[config.mk]
export PLATFORM = sky130hd
export DESIGN_NAME = param_sum_latch
export DESIGN_NICKNAME = d
export VERILOG_FILES = /design/src/rtl/param_sum_latch.sv
export SDC_FILE = /design/constraint.sdc
export NUM_CORES = 1
export LEC_CHECK = 0
export ABC_AREA = 1
export CORE_MARGIN = 2
export CORE_UTILIZATION = 50
export DETAILED_ROUTE_END_ITERATION = 10
export HOLD_SLACK_MARGIN = 0.1
export PLACE_DENSITY = 0.81
export SLEW_MARGIN = 40
export SYNTH_ARGS = -nofsm -noshare
export SYNTH_HDL_FRONTEND = slang
export SYNTH_SLANG_ARGS = --single-unit
[constraint.sdc]
create_clock -name clk -period 4.25 [get_ports clk]
set_clock_uncertainty 0.15 [all_clocks]
set_input_delay 0.85 -clock clk [delete_from_list [all_inputs] [get_ports clk]]
set_output_delay 0.85 -clock clk [all_outputs]
set_load 0.05 [all_outputs]
[src/rtl/param_sum_latch.sv]
// Serial WIDTH-bit adder/subtractor/accumulator. It processes SLICE bits per clock
// and holds the (WIDTH+1)-bit result until the consumer completes the handshake.
module param_sum_latch #(
  parameter int WIDTH = 8,
  parameter int SLICE = 4
) (
  input  logic             clk,
  input  logic             rst,
  input  logic             in_valid,
  output logic             in_ready,
  input  logic [WIDTH-1:0] op_a,
  input  logic [WIDTH-1:0] op_b,
  input  logic [1:0]       mode,
  output logic             out_valid,
  input  logic             out_ready,
  output logic [WIDTH:0]   sum,
  output logic             overflow,
  output logic             busy
);

  localparam int N  = WIDTH / SLICE;
  localparam int IW = (N > 1) ? $clog2(N) : 1;

  localparam logic [1:0] MODE_ADD = 2'b00;
  localparam logic [1:0] MODE_SUB = 2'b01;
  localparam logic [1:0] MODE_ACC = 2'b10;
  localparam logic [1:0] MODE_CLR = 2'b11;

  typedef enum logic [1:0] {
    ST_IDLE = 2'b00,
    ST_CALC = 2'b01,
    ST_HOLD = 2'b10
  } state_t;

  state_t           state_r;
  logic [WIDTH-1:0] a_r;
  logic [WIDTH-1:0] b_r;
  logic [1:0]       mode_r;
  logic             carry_r;
  logic [IW-1:0]    idx_r;
  logic [WIDTH-1:0] part_r;
  logic [WIDTH-1:0] acc_r;
  logic [WIDTH:0]   sum_r;
  logic             ovf_r;
  logic             out_valid_r;
  logic             busy_r;
  logic             idle_r;

  logic [SLICE-1:0] a_sl_s;
  logic [SLICE-1:0] b_sl_s;
  logic [SLICE:0]   slice_s;
  logic [WIDTH-1:0] res_s;
  logic             last_s;
  logic             cin_msb_s;
  logic             ovf_s;

  assign in_ready  = idle_r & ~rst;
  assign out_valid = out_valid_r;
  assign sum       = sum_r;
  assign overflow  = ovf_r;
  assign busy      = busy_r;

  // Current slice add and the full result as it would look after this slice
  always_comb begin
    a_sl_s  = a_r[idx_r*SLICE +: SLICE];
    b_sl_s  = b_r[idx_r*SLICE +: SLICE];
    slice_s = {1'b0, a_sl_s} + {1'b0, b_sl_s} + {{SLICE{1'b0}}, carry_r};
    res_s   = part_r;
    res_s[idx_r*SLICE +: SLICE] = slice_s[SLICE-1:0];
    last_s  = (idx_r == IW'(N - 1));
    // Carry into the MSB is recovered from the MSB sum bit and its operand bits
    cin_msb_s = a_r[WIDTH-1] ^ b_r[WIDTH-1] ^ res_s[WIDTH-1];
    ovf_s     = cin_msb_s ^ slice_s[SLICE];
  end

  // Control FSM, operand latching, serial datapath and registered outputs
  always_ff @(posedge clk) begin
    if (rst) begin
      state_r     <= ST_IDLE;
      a_r         <= {WIDTH{1'b0}};
      b_r         <= {WIDTH{1'b0}};
      mode_r      <= 2'b00;
      carry_r     <= 1'b0;
      idx_r       <= {IW{1'b0}};
      part_r      <= {WIDTH{1'b0}};
      acc_r       <= {WIDTH{1'b0}};
      sum_r       <= {(WIDTH+1){1'b0}};
      ovf_r       <= 1'b0;
      out_valid_r <= 1'b0;
      busy_r      <= 1'b0;
      idle_r      <= 1'b1;
    end else begin
      case (state_r)
        ST_IDLE: begin
          if (in_valid) begin
            mode_r <= mode;
            idx_r  <= {IW{1'b0}};
            part_r <= {WIDTH{1'b0}};
            case (mode)
              MODE_ADD: begin
                a_r     <= op_a;
                b_r     <= op_b;
                carry_r <= 1'b0;
              end
              MODE_SUB: begin
                a_r     <= op_a;
                b_r     <= ~op_b;
                carry_r <= 1'b1;
              end
              MODE_ACC: begin
                a_r     <= acc_r;
                b_r     <= op_a;
                carry_r <= 1'b0;
              end
              MODE_CLR: begin
                a_r     <= {WIDTH{1'b0}};
                b_r     <= {WIDTH{1'b0}};
                carry_r <= 1'b0;
              end
              default: begin
                a_r     <= {WIDTH{1'b0}};
                b_r     <= {WIDTH{1'b0}};
                carry_r <= 1'b0;
              end
            endcase
            state_r <= ST_CALC;
            busy_r  <= 1'b1;
            idle_r  <= 1'b0;
          end
        end
        ST_CALC: begin
          part_r  <= res_s;
          carry_r <= slice_s[SLICE];
          idx_r   <= idx_r + {{(IW-1){1'b0}}, 1'b1};
          if (last_s) begin
            // Subtraction reports borrow, the inverse of the final carry
            sum_r <= {(mode_r == MODE_SUB) ? ~slice_s[SLICE] : slice_s[SLICE], res_s};
            ovf_r <= ovf_s;
            if (mode_r[1]) begin
              acc_r <= res_s;
            end
            state_r     <= ST_HOLD;
            out_valid_r <= 1'b1;
          end
        end
        ST_HOLD: begin
          if (out_ready) begin
            state_r     <= ST_IDLE;
            out_valid_r <= 1'b0;
            busy_r      <= 1'b0;
            idle_r      <= 1'b1;
          end
        end
        default: begin
          state_r     <= ST_IDLE;
          out_valid_r <= 1'b0;
          busy_r      <= 1'b0;
          idle_r      <= 1'b1;
        end
      endcase
    end
  end

endmodule

# --- Word level (Yosys, flattened, before mapping) ---
# Index checks and enable logic that the tools add are counted.
word_totals:
  n_memories: 0
  word_cells: 73
  ram_bits: 0
  ff_bits: 51
  mem_bits_ro: 0
  latch_bits: 0
  input_bits: 22
  out_inout_bits: 13
op_classes:
  n_lt_le_gt_ge: 0
  div: 0
  shift: 4
  add_sub_neg: 4
  muxes: 22
  n_eq_ne: 9
  reduce_logical: 12
  n_bitwise: 9
  n_mul: 0
ops:
  columns: ["operator", "n"]
  rows:
  - ["3-bit negation with 34-bit output", 1]
  - ["4-bit by 34-bit variable shift with 8-bit output, first input constant", 1]
  - ["4-bit by 34-bit indexed part select with 8-bit output", 1]
  - ["8-bit case mux with 4 select lines", 1]
  - ["8-bit case mux with 3 select lines", 1]
  - ["8-bit case mux with 2 select lines", 1]
  - ["8-bit by 4-bit indexed part select with 4-bit output", 2]
  - ["3-bit AND reduction", 4]
  - ["1-bit case mux with 3 select lines", 3]
  - ["8-bit bitwise mux", 1]
  - ["8-bit 2-to-1 mux", 1]
  - ["8-bit NOT", 1]
  - ["1-bit 2-to-1 mux", 7]
  - ["2-bit by 1-bit equality test with 1-bit output, second input constant", 3]
  - ["2-bit equality test, second input constant", 3]
  - ["2-bit 2-to-1 mux", 3]
  - ["2-bit inequality test, second input constant", 3]
  - ["1-bit case mux with 2 select lines", 3]
  - ["2-bit case mux with 3 select lines", 1]
  - ["2-bit AND reduction", 3]
  - ["4-bit by 4-bit adder with 5-bit output", 1]
  - ["5-bit by 1-bit adder with 5-bit output", 1]
  - ["2-bit logical NOT", 2]
  - ["1-bit NOT", 4]
  - ["6 further kinds", 8]

# --- Logic depth before layout (Yosys ltp) ---
# Gate-level depths: netlist (run 1).
depth:
  word_depth: 7
  depth_mapped: 16
  depth_no_buf: 13

# --- Least setup slack after synthesis (run 1) ---
# Ideal clock, no wire load.
synth_path:
  kind: "input to output"
  from: "in rst"
  to: "out in_ready"
  slack_ps: 1547
  path_buffers: 1
  t_arrival_ps: 1703
  t_required_ps: 3250
  stages: 2
  path_cell_list: "clkbuf_1 -> nor2_1"
synth_via:
  elab_chain_cells: 2
synth_rtl:
  columns: ["item", "line_no", "source"]
  rows:
  - ["start: declaration", "8", "input logic rst,"]
  - ["1-bit NOT", "57", "assign in_ready = idle_r & ~rst;"]
  - ["1-bit bitwise AND", "57", null]
  - ["end: declaration", "10", "output logic in_ready,"]
# No other way between the ends.

# --- Worst setup path after layout (run 1) ---
# Ends and elaborated chain as after synthesis.

==> flow_summary.yaml, run 1 <==
worst_setup_path:
  worst_path_dominant_cell_family: "buffers and inverters"
  critical_path_peak_fanout: 2
  critical_path.n_buffers_inverters: 2
  cp_data_arrival_time_ns: 2.29
  regToRegSetupSlack_ns: 1.30
  worstPathCellList: "clkdlybuf4s50_1 -> nor2_1 -> clkdlybuf4s50_1"
  reg_to_reg_end: "part_r[6]$_SDFFE_PP0P_"
  startpoint: "rst"
  setup.worst_path.class: "input port to output port"
  rr_worst_depth: 12
  timing.critical_path.slowest_cell_delay_ns: 0.81
  critPathRequiredTime_ns: 3.25
  most_used_cell_cp: "sky130_fd_sc_hd__clkdlybuf4s50_1"
  cpMaxStageDelayCell: "sky130_fd_sc_hd__clkdlybuf4s50_1"
  timing.rr.start: "idx_r$_SDFFE_PP0P_"
  critical_path_launch_point_type: "input port"
  crit_path_end: "in_ready"
  cp-end-kind: "output port"
  crit_cells: 3
die:
  floorplan.rows: 25
  chipWidth_um: 74.1
  die_h_um: 74.1
  area_enclosed_by_the_die_boundary_um2: 5490
  io-pin-count: 35
  placeableCoreArea_um2: 4720
  start_util_pct: 52.0
sta:
  number_of_max_slew_violations_in_the_final_report: 0
  timing.slew.headroom_pct: 43.7
  finalCritPeriodShare_pct: 77.3
  finalSetupViolCount: 0
  timing.final.hold_violations: 0
  setup_ws_ns: 0.964
  finalWorstPathRequiredPeriod_ns: 3.29
  setup_total_negative_slack_ns: 0
  fmax_mhz: 304
  rsz0062_at_grt: "false"
  worst_pin_slew_ns: 0.843
cts:
  clk_path_buf_depth: 2
  clkLatencyLatePin_ns: 0.31
  cts_max_level: 2
  hold_buffers: 0
  cts.reportedPaths.clkPinSlew_ns: 0.09
  cts.sink_count: 51
  clock-root-buffer: "sky130_fd_sc_hd__clkbuf_8"
  cts-buffers-inserted: 5
  ctsResizeCount: 0
  clock_tree_from_tritoncts: "done"
  cts_post_setup_buffers_inserted: 0
route:
  route.detailed.vias_per_inst: 5.27
  routed-via-count: 2324
  route.final.wire_length_um: 5770
  drt_pass1_iterations: 4
  antenna_left: 0
  route.detailed.drc: 0
  drt_iter0_drc: 140
  average_wire_per_cell_in_the_routed_design_um: 13.1
layout:
  n_fill_cell: 429
  synthesis_to_finish_area_growth_pct: 18.2
  nets: 401
  num_antenna_cells: 0
  layout.cells.most_common_list: "99 x sky130_fd_sc_hd__nand2_1, 52 x sky130_fd_sc_hd__a21oi_1, 51 x sky130_fd_sc_hd__dfxtp_1, 34 x sky130_fd_sc_hd__clkdlybuf4s50_1, 33 x sky130_fd_sc_hd__o21ai_0"
  mostFrequentLayoutCell: "sky130_fd_sc_hd__nand2_1"
  storage_element_area_um2: 1020
  multi_input_gate_area_um2: 1210
  share_of_layout_cells_above_drive_strength_1_pct: 6.68
logic_synthesis:
  synth-xor-area-share_pct: 0.357
  synth-seq-area-share_pct: 41.6
  post_synth_inst_count: 346
  synth_cell_types: 28
  synth_simple_gate_area_share_pct: 23.5
  synth_top_family_by_area: "simple AND/OR/NAND/NOR gates"
  muxShareOfSynthArea_pct: 0
  syn-mean-instance-area_um2: 7.10
  synth_compound_area_share_pct: 22.2
  ys_ff_latch: 51
  synth.cell_area_um2: 2460
  yosysWarningCount: 0
  syn_nets: 373
  post_synth_fa_ha_maj_area_fraction_pct: 3.16
pwr:
  internal_power_uw: 715
  pwr_density_cell_nw_per_um2: 355
  p_sw_share_pct: 30.7
  pwr-share-clk_pct: 27.5
  seqPwrFrac_pct: 50.5
  static-leakage-power_nw: 1.18
  peakVddDrop_v: 0.000232
  power.net_switching_uw: 316
  comb_power_share_pct: 22.0
  fin_total_pwr_mw: 1.03
placed_design:
  dp_slack_ns: 0.981
  hpwl_um: 3930
  place_congestion: 0.821
  io_buffer_count: 34
grt:
  grt_pass1_wl_um: 9760
  first_global_vias: 2223
  remaining_overflow_grt: 0
  grt_antenna_before_repair: 0
  grt_usage_pct: 22.9
  grt_start_max_net_pins: 31
run:
  timing.max_cap.violations: 0
run_status:
  status: "finished clean"
min_path:
  hp-class: "register to register"
==> power by group through the flow <==
stage | combinational [mW] | sequential, mW | clock, mW
2_1_floorplan | 0.145 | 0.542 | 0
3_3_place_gp | 0.219 | 0.530 | 0
3_5_place_dp | 0.221 | 0.532 | 0
4_1_cts | 0.224 | 0.521 | 0.284
5_1_grt | 0.254 | 0.524 | 0.299
6_report | 0.227 | 0.521 | 0.283
==> synthesized netlist by cell type <==
cell type	count	share of area, %
sky130_fd_sc_hd__nor2_1	9	1.4
sky130_fd_sc_hd__xnor2_1	1	0.36
sky130_fd_sc_hd__or2_1	1	0.25
sky130_fd_sc_hd__inv_2	5	0.76
sky130_fd_sc_hd__nor3_1	1	0.20
sky130_fd_sc_hd__nor2_4	3	1.4
sky130_fd_sc_hd__buf_2	9	1.8
sky130_fd_sc_hd__nor2_2	3	0.76
sky130_fd_sc_hd__o21bai_1	1	0.31
sky130_fd_sc_hd__dfxtp_1	51	42
sky130_fd_sc_hd__nand2_1	99	15
sky130_fd_sc_hd__o21ai_2	1	0.36
sky130_fd_sc_hd__o21ai_1	2	0.41
sky130_fd_sc_hd__o21a_1	1	0.31
sky130_fd_sc_hd__nor3_4	1	0.66
sky130_fd_sc_hd__or2_2	1	0.25
sky130_fd_sc_hd__buf_4	1	0.31
sky130_fd_sc_hd__a21oi_1	52	11
sky130_fd_sc_hd__nand3_1	15	3.1
sky130_fd_sc_hd__clkbuf_1	4	0.61
sky130_fd_sc_hd__o211ai_1	4	1.2
sky130_fd_sc_hd__a31oi_1	9	2.3
sky130_fd_sc_hd__ha_1	3	1.5
sky130_fd_sc_hd__inv_1	31	4.7
sky130_fd_sc_hd__nand2_4	1	0.46
sky130_fd_sc_hd__o21ai_0	33	6.7
sky130_fd_sc_hd__fa_1	2	1.6
sky130_fd_sc_hd__buf_6	2	0.92
==> worst min-delay path by stage <==
stage | from | endpoint | slack (ns) | cells after the start
floorplan | acc_r[0]$_SDFFE_PP0P_ | a_r[0]$_SDFFE_PP0P_ | 0.29 | 2
global placement | sum[3]$_SDFFE_PP0P_ | sum[3]$_SDFFE_PP0P_ | 0.29 | 2
detailed placement | sum[3]$_SDFFE_PP0P_ | sum[3]$_SDFFE_PP0P_ | 0.30 | 2
CTS | sum[3]$_SDFFE_PP0P_ | sum[3]$_SDFFE_PP0P_ | 0.31 | 2
global route | acc_r[0]$_SDFFE_PP0P_ | a_r[0]$_SDFFE_PP0P_ | 0.34 | 2
finish | sum[3]$_SDFFE_PP0P_ | sum[3]$_SDFFE_PP0P_ | 0.30 | 2
==> flip-flops by register name, summed over array words and instances (netlist names) <==
register and flops:
idx_r 1, part_r 8, b_r 8, a_r 8, out_valid 1, carry_r 1, busy 1, overflow 1
state_r 2, sum 9, acc_r 8, idle_r 1, mode_r 2
==> metal layers <==
metal | track usage [%] | vias to the layer above | routed length (um)
met3 | 3.93 | 11 | 260
met2 | 39.6 | 57 | 2830
met5 | 0 | - | 0
li1 | - | 1185 | -
met1 | 28.8 | 1071 | 2560
met4 | 7.88 | 0 | 109
==> cell families (layout without fill, tap and decap cells) <==
kind of cell,count (synthesis),in the layout
adder cells (fa/ha/maj),5,5
AO/OA/AOI/OAI,103,103
AND/OR/NAND/NOR,134,134
flip-flops,51,51
buffers and inverters,52,80
XOR/XNOR,1,1
==> stage by stage <==
step	cells	hold WS, ns	area, um^2	utilization (%)
CTS	440	0.310	2890	61.2
global route	441	0.341	2900	61.5
floorplan	346	0.289	2460	-
detailed placement	433	0.296	2810	59.4
finish	441	0.302	2900	61.5
global placement	433	0.289	2810	59.4
==> layout make-up <==
class                           count  area share [%]
Clock buffer                        6            2.84
Clock inverter                      1           0.172
Inverter                           36            4.65
Multi-Input combinational cell    243            41.7
Sequential cell                    51            35.2
Tap cell                           67            2.89
Timing Repair Buffer               37            12.6
==> worst min-delay path, delay by kind of cell (launching register included) <==
kind	cells	cell delay (ns)
flip-flops	1	0.32
buffers and inverters	1	0.05
AO/OA/AOI/OAI	1	0.05
(Power assumes the default switching activity.)
==> run 2: changes to the inputs <==
- CORE_UTILIZATION: 50 -> 49
- PLACE_DENSITY: 0.81 -> 0.83
- clock period: 4.25 -> 2.73 ns (I/O delays scaled with it)
==> run 2 against run 1 <==
Cell area is 0.86% higher. Die area increased by 1.9%. Sequential power rose by 56%. Critical path depth up 8. Power increased by 55%. Worst setup slack lost 0.70 ns. Sequential share of layout area is 0.26 points lower. Clock power increased by 51%. Core utilization shrank 0.28 points. Critical path type is now register to register.
==> flow_summary.yaml, run 2 (synthesis gave the netlist of run 1 again) <==
sta:
  finalCritPeriodShare_pct: 90.2
  finalSetupViolCount: 0
  number_of_max_slew_violations_in_the_final_report: 0
  rsz0062_at_grt: "false"
  timing.slew.headroom_pct: 50.2
  finalWorstPathRequiredPeriod_ns: 2.46
  worst_pin_slew_ns: 0.743
  fmax_mhz: 406
  setup_total_negative_slack_ns: 0
  timing.final.hold_violations: 0
die:
  chipWidth_um: 74.8
  io-pin-count: 35
  die_h_um: 74.8
  area_enclosed_by_the_die_boundary_um2: 5600
  placeableCoreArea_um2: 4790
  start_util_pct: 51.3
  floorplan.rows: 25
layout:
  stdcell_area_um2: 2930
  share_of_layout_cells_above_drive_strength_1_pct: 7.96
  post-route-util_pct: 61.2
  number_of_flip_flops_under_the_largest_register_name: 9
  multi_input_gate_area_um2: 1210
  mostFrequentLayoutCell: "sky130_fd_sc_hd__nand2_1"
  stdcell_count: 444
  num_antenna_cells: 0
  layout.cells.most_common_list: "99 x sky130_fd_sc_hd__nand2_1, 52 x sky130_fd_sc_hd__a21oi_1, 50 x sky130_fd_sc_hd__dfxtp_1, 33 x sky130_fd_sc_hd__o21ai_0, 33 x sky130_fd_sc_hd__clkdlybuf4s50_1"
  n_fill_cell: 421
  storage_element_area_um2: 1020
  nets: 404
  synthesis_to_finish_area_growth_pct: 19.3
cts:
  cts_max_level: 2
  cts_post_setup_buffers_inserted: 0
  clkLatencyLatePin_ns: 0.31
  clock_tree_from_tritoncts: "done"
  clk_path_buf_depth: 2
  cts.reportedPaths.clkPinSlew_ns: 0.09
  cts.sink_count: 51
  clock-root-buffer: "sky130_fd_sc_hd__clkbuf_8"
  cts-buffers-inserted: 5
placed_design:
  hpwl_um: 4100
  place_congestion: 0.899
  numPlacedInstances: 437
  placement_cell_area_um2: 2850
  io_buffer_count: 34
worst_setup_path:
  critical_path_launch_point_type: "register"
  critPathRequiredTime_ns: 2.82
  most_used_cell_cp: "sky130_fd_sc_hd__nand2_1"
  cp_data_arrival_time_ns: 2.55
  cp-end-kind: "register"
  timing.critical_path.slowest_cell_delay_ns: 0.45
  setup.worst_path.class: "register to register"
  critical_path_peak_fanout: 8
  worstPathCellList: "inv_1 -> nand2_1 -> nand2_1 -> fa_1 -> fa_1 -> or2_1 -> nand2_1 -> inv_2 -> o21ai_1 -> nand2_1 -> a21oi_1"
  cpMaxStageDelayCell: "sky130_fd_sc_hd__fa_1"
pwr:
  pwr_density_cell_nw_per_um2: 546
  fin_total_pwr_mw: 1.60
  static-leakage-power_nw: 1.19
  peakVddDrop_v: 0.000342
grt:
  grt_start_max_net_pins: 31
  grt_usage_pct: 23.1
  grt_pass1_wl_um: 9980
  grt_antenna_before_repair: 0
  remaining_overflow_grt: 0
  first_global_vias: 2306
run:
  timing.max_cap.violations: 0
route:
  drt_pass1_iterations: 4
  route.detailed.vias_per_inst: 5.37
  drt_iter0_drc: 167
  route.final.wire_length_um: 5820
  antenna_left: 0
  routed-via-count: 2385
  average_wire_per_cell_in_the_routed_design_um: 13.1
  route.detailed.drc: 0
min_path:
  hp-class: "register to register"
run_status:
  status: "finished clean"
run 2: metal layers:
metal  wire length, um  global-route usage [%]  vias up
met1              2500                    29.6     1102
met5                 0                       0        -
met3               368                    4.69       18
met4               148                    8.73        0
met2              2810                    38.6       66
li1                  -                       -     1199
run 2: per-stage QoR:
step                      hold slack (ns)  worst slack, ns
after floorplan                     0.289            0.124
after global placement              0.290            0.331
after detailed placement            0.296            0.229
after CTS                           0.307            0.211
after global routing                0.319           0.0516
final                               0.302            0.267
run 2: area by class of cell:
cell class | count | area share, %
clock buffers | 5 | 2.35
well taps | 67 | 2.86
inverters | 36 | 4.61
repair buffers | 40 | 13.5
multi-input cells | 243 | 41.3
flip-flops and latches | 51 | 34.9
clock inverters | 2 | 0.470
run 2: final timing paths:
kind,slack (ns),cells after the start,start,endpoint
setup / recovery,0.27,11,idx_r$_SDFFE_PP0P_,part_r[6]$_SDFFE_PP0P_
hold / removal,0.30,2,sum[3]$_SDFFE_PP0P_,sum[3]$_SDFFE_PP0P_
setup reg to reg,0.27,11,idx_r$_SDFFE_PP0P_,part_r[6]$_SDFFE_PP0P_
hold reg to reg,0.30,2,sum[3]$_SDFFE_PP0P_,sum[3]$_SDFFE_PP0P_
run 2: report_power, final:
part | leakage (nW) | internal, mW | switching (mW)
registers | 0.417 | 0.787 | 0.0272
clock network | 0.0440 | 0.176 | 0.250
logic | 0.732 | 0.133 | 0.227
total | 1.19 | 1.10 | 0.504
run 2: what timing repair did:
item,CTS,global route
endpoints found under the setup margin,0,5
hold buffers,0,0
endpoints found under the hold margin,0,0
resized for setup,0,1
run 2: critical path, delay by kind of cell, from the launching register on:
kind | cells | cell delay (ns)
compound gates | 2 | 0.30
fa+ha+maj | 2 | 0.87
buf+inv | 2 | 0.15
flops | 1 | 0.40
simple gates | 5 | 0.53
==> run 3: changes to the inputs <==
- PLACE_DENSITY: 0.83 -> 0.76
==> run 3 against run 2 <==
Sequential power about the same. Non-clock buffer count increased by 1. Routed wire length decreased by 1.5%. Via count decreased by 2.3%. Die area unchanged. Fmax increased by 0.69%. Power increased by 0.28%. Sequential cell count unchanged. Critical path depth unchanged. Core utilization increased by 0.24 points. Worst hold slack got worse by 0.0059 ns. Critical endpoint unchanged.
==> flow_summary.yaml, run 3 (synthesis gave the netlist of run 1 again) <==
pwr:
  pwr-share-clk_pct: 27.0
  power.net_switching_uw: 484
  pwr_density_cell_nw_per_um2: 545
  peakVddDrop_v: 0.000359
  internal_power_mw: 1.12
  static-leakage-power_nw: 1.20
  p_sw_share_pct: 30.2
  seqPwrFrac_pct: 50.6
  fin_total_pwr_mw: 1.60
  comb_power_share_pct: 22.4
route:
  route.final.wire_length_um: 5730
  antenna_left: 0
  drt_pass1_iterations: 4
  average_wire_per_cell_in_the_routed_design_um: 12.9
  route.detailed.vias_per_inst: 5.24
  routed-via-count: 2330
  drt_iter0_drc: 129
  route.detailed.drc: 0
worst_setup_path:
  rr_worst_depth: 11
  critical_path_launch_point_type: "register"
  cp-end-kind: "register"
  setup.worst_path.class: "register to register"
  critical_path_peak_fanout: 9
  critPathRequiredTime_ns: 2.81
  regToRegSetupSlack_ns: 0.28
  cp_data_arrival_time_ns: 2.53
cts:
  clock-root-buffer: "sky130_fd_sc_hd__clkbuf_8"
  hold_buffers: 0
  ctsResizeCount: 0
  cts_post_setup_buffers_inserted: 0
  clk_path_buf_depth: 2
  cts_max_level: 2
  clock_tree_from_tritoncts: "done"
  clkLatencyLatePin_ns: 0.30
  cts.reportedPaths.clkPinSlew_ns: 0.09
  cts.sink_count: 51
  cts-buffers-inserted: 5
layout:
  storage_element_area_um2: 1020
  nets: 405
  n_fill_cell: 468
  share_of_layout_cells_above_drive_strength_1_pct: 7.94
  layout.cells.most_common_list: "99 x sky130_fd_sc_hd__nand2_1, 52 x sky130_fd_sc_hd__a21oi_1, 51 x sky130_fd_sc_hd__dfxtp_1, 33 x sky130_fd_sc_hd__o21ai_0, 33 x sky130_fd_sc_hd__clkdlybuf4s50_1"
  num_antenna_cells: 0
  mostFrequentLayoutCell: "sky130_fd_sc_hd__nand2_1"
  synthesis_to_finish_area_growth_pct: 19.7
  multi_input_gate_area_um2: 1210
  number_of_flip_flops_under_the_largest_register_name: 9
run:
  timing.max_cap.violations: 0
grt:
  grt.met3_usage_pct: 3.21
  grt_start_max_net_pins: 30
  remaining_overflow_grt: 0
  grt_usage_pct: 22.8
  first_global_vias: 2235
  global_route.peak_usage_layer: "met2"
  grt_pass1_wl_um: 9830
  groute.layer.met2.usage_pct: 38.3
  grt_antenna_before_repair: 0
  met1_usage_pct: 29.3
sta:
  finalSetupViolCount: 0
  worst_pin_slew_ns: 0.530
  finalCritPeriodShare_pct: 89.6
  number_of_max_slew_violations_in_the_final_report: 0
  fmax_mhz: 409
  setup_total_negative_slack_ns: 0
  rsz0062_at_grt: "false"
  timing.final.hold_violations: 0
  timing.slew.headroom_pct: 64.5
  hold-worst-slack_ns: 0.297
  finalWorstPathRequiredPeriod_ns: 2.45
  setup_ws_ns: 0.284
die:
  die_h_um: 74.8
  area_enclosed_by_the_die_boundary_um2: 5600
  floorplan.rows: 25
  placeableCoreArea_um2: 4790
  chipWidth_um: 74.8
  start_util_pct: 51.3
  io-pin-count: 35
placed_design:
  place_congestion: 0.906
  dp_slack_ns: 0.340
  io_buffer_count: 34
  hpwl_um: 4210
min_path:
  hold_path_depth: 2
  hp-class: "register to register"
run_status:
  status: "finished clean"
run 3: cell types whose count changed in the layout (fill, tap and decap cells not counted), sizes merged:
cell / previous run / this run
clkinv: 3 / 1
buf: 7 / 8
clkbuf: 5 / 6
inv: 35 / 36
run 3: worst max-delay path, stage by stage (launching register included):
cell	delay [ns]
sky130_fd_sc_hd__dfxtp_1	0.33
sky130_fd_sc_hd__buf_4	0.16
sky130_fd_sc_hd__nand2_1	0.07
sky130_fd_sc_hd__nand2_1	0.08
sky130_fd_sc_hd__fa_1	0.45
sky130_fd_sc_hd__fa_1	0.43
sky130_fd_sc_hd__or2_1	0.24
sky130_fd_sc_hd__nand2_1	0.07
sky130_fd_sc_hd__inv_2	0.05
sky130_fd_sc_hd__o21ai_1	0.16
sky130_fd_sc_hd__nand2_1	0.07
sky130_fd_sc_hd__a21oi_1	0.12
run 3: worst paths after layout:
path / endpoint / from
max: part_r[6]$_SDFFE_PP0P_ / idx_r$_SDFFE_PP0P_
min: sum[3]$_SDFFE_PP0P_ / sum[3]$_SDFFE_PP0P_
max reg2reg: part_r[6]$_SDFFE_PP0P_ / idx_r$_SDFFE_PP0P_
min reg2reg: sum[3]$_SDFFE_PP0P_ / sum[3]$_SDFFE_PP0P_
run 3: final cells by class:
type,instances,share of cell area (%)
clock buffer,6,2.81
clock inverter,1,0.170
inverter,36,4.60
multi-input combinational,243,41.1
sequential,51,34.7
tap,67,2.85
timing repair buffer,41,13.7
run 3: per-stage QoR:
step / cells / utilization (%) / area (um^2)
final: 445 / 61.4 / 2940
after detailed placement: 438 / 59.6 / 2850
after global routing: 445 / 61.4 / 2940
after global placement: 438 / 59.6 / 2850
after CTS: 445 / 61.4 / 2940
after floorplan: 346 / - / 2460
run 3: metal layers:
| metal | part of all wire [%] | vias up |
|---|---|---|
| met5 | 0 | - |
| met4 | 2.0 | 0 |
| met3 | 4.9 | 12 |
| met2 | 47 | 57 |
| met1 | 46 | 1063 |
| li1 | - | 1198 |
run 3: power by group through the flow:
| stage | clock network (mW) | registers, mW | logic (mW) |
|---|---|---|---|
| floorplan | 0 | 0.844 | 0.225 |
| global placement | 0 | 0.828 | 0.352 |
| detailed placement | 0 | 0.829 | 0.357 |
| CTS | 0.444 | 0.812 | 0.360 |
| global route | 0.465 | 0.816 | 0.404 |
| finish | 0.433 | 0.812 | 0.359 |
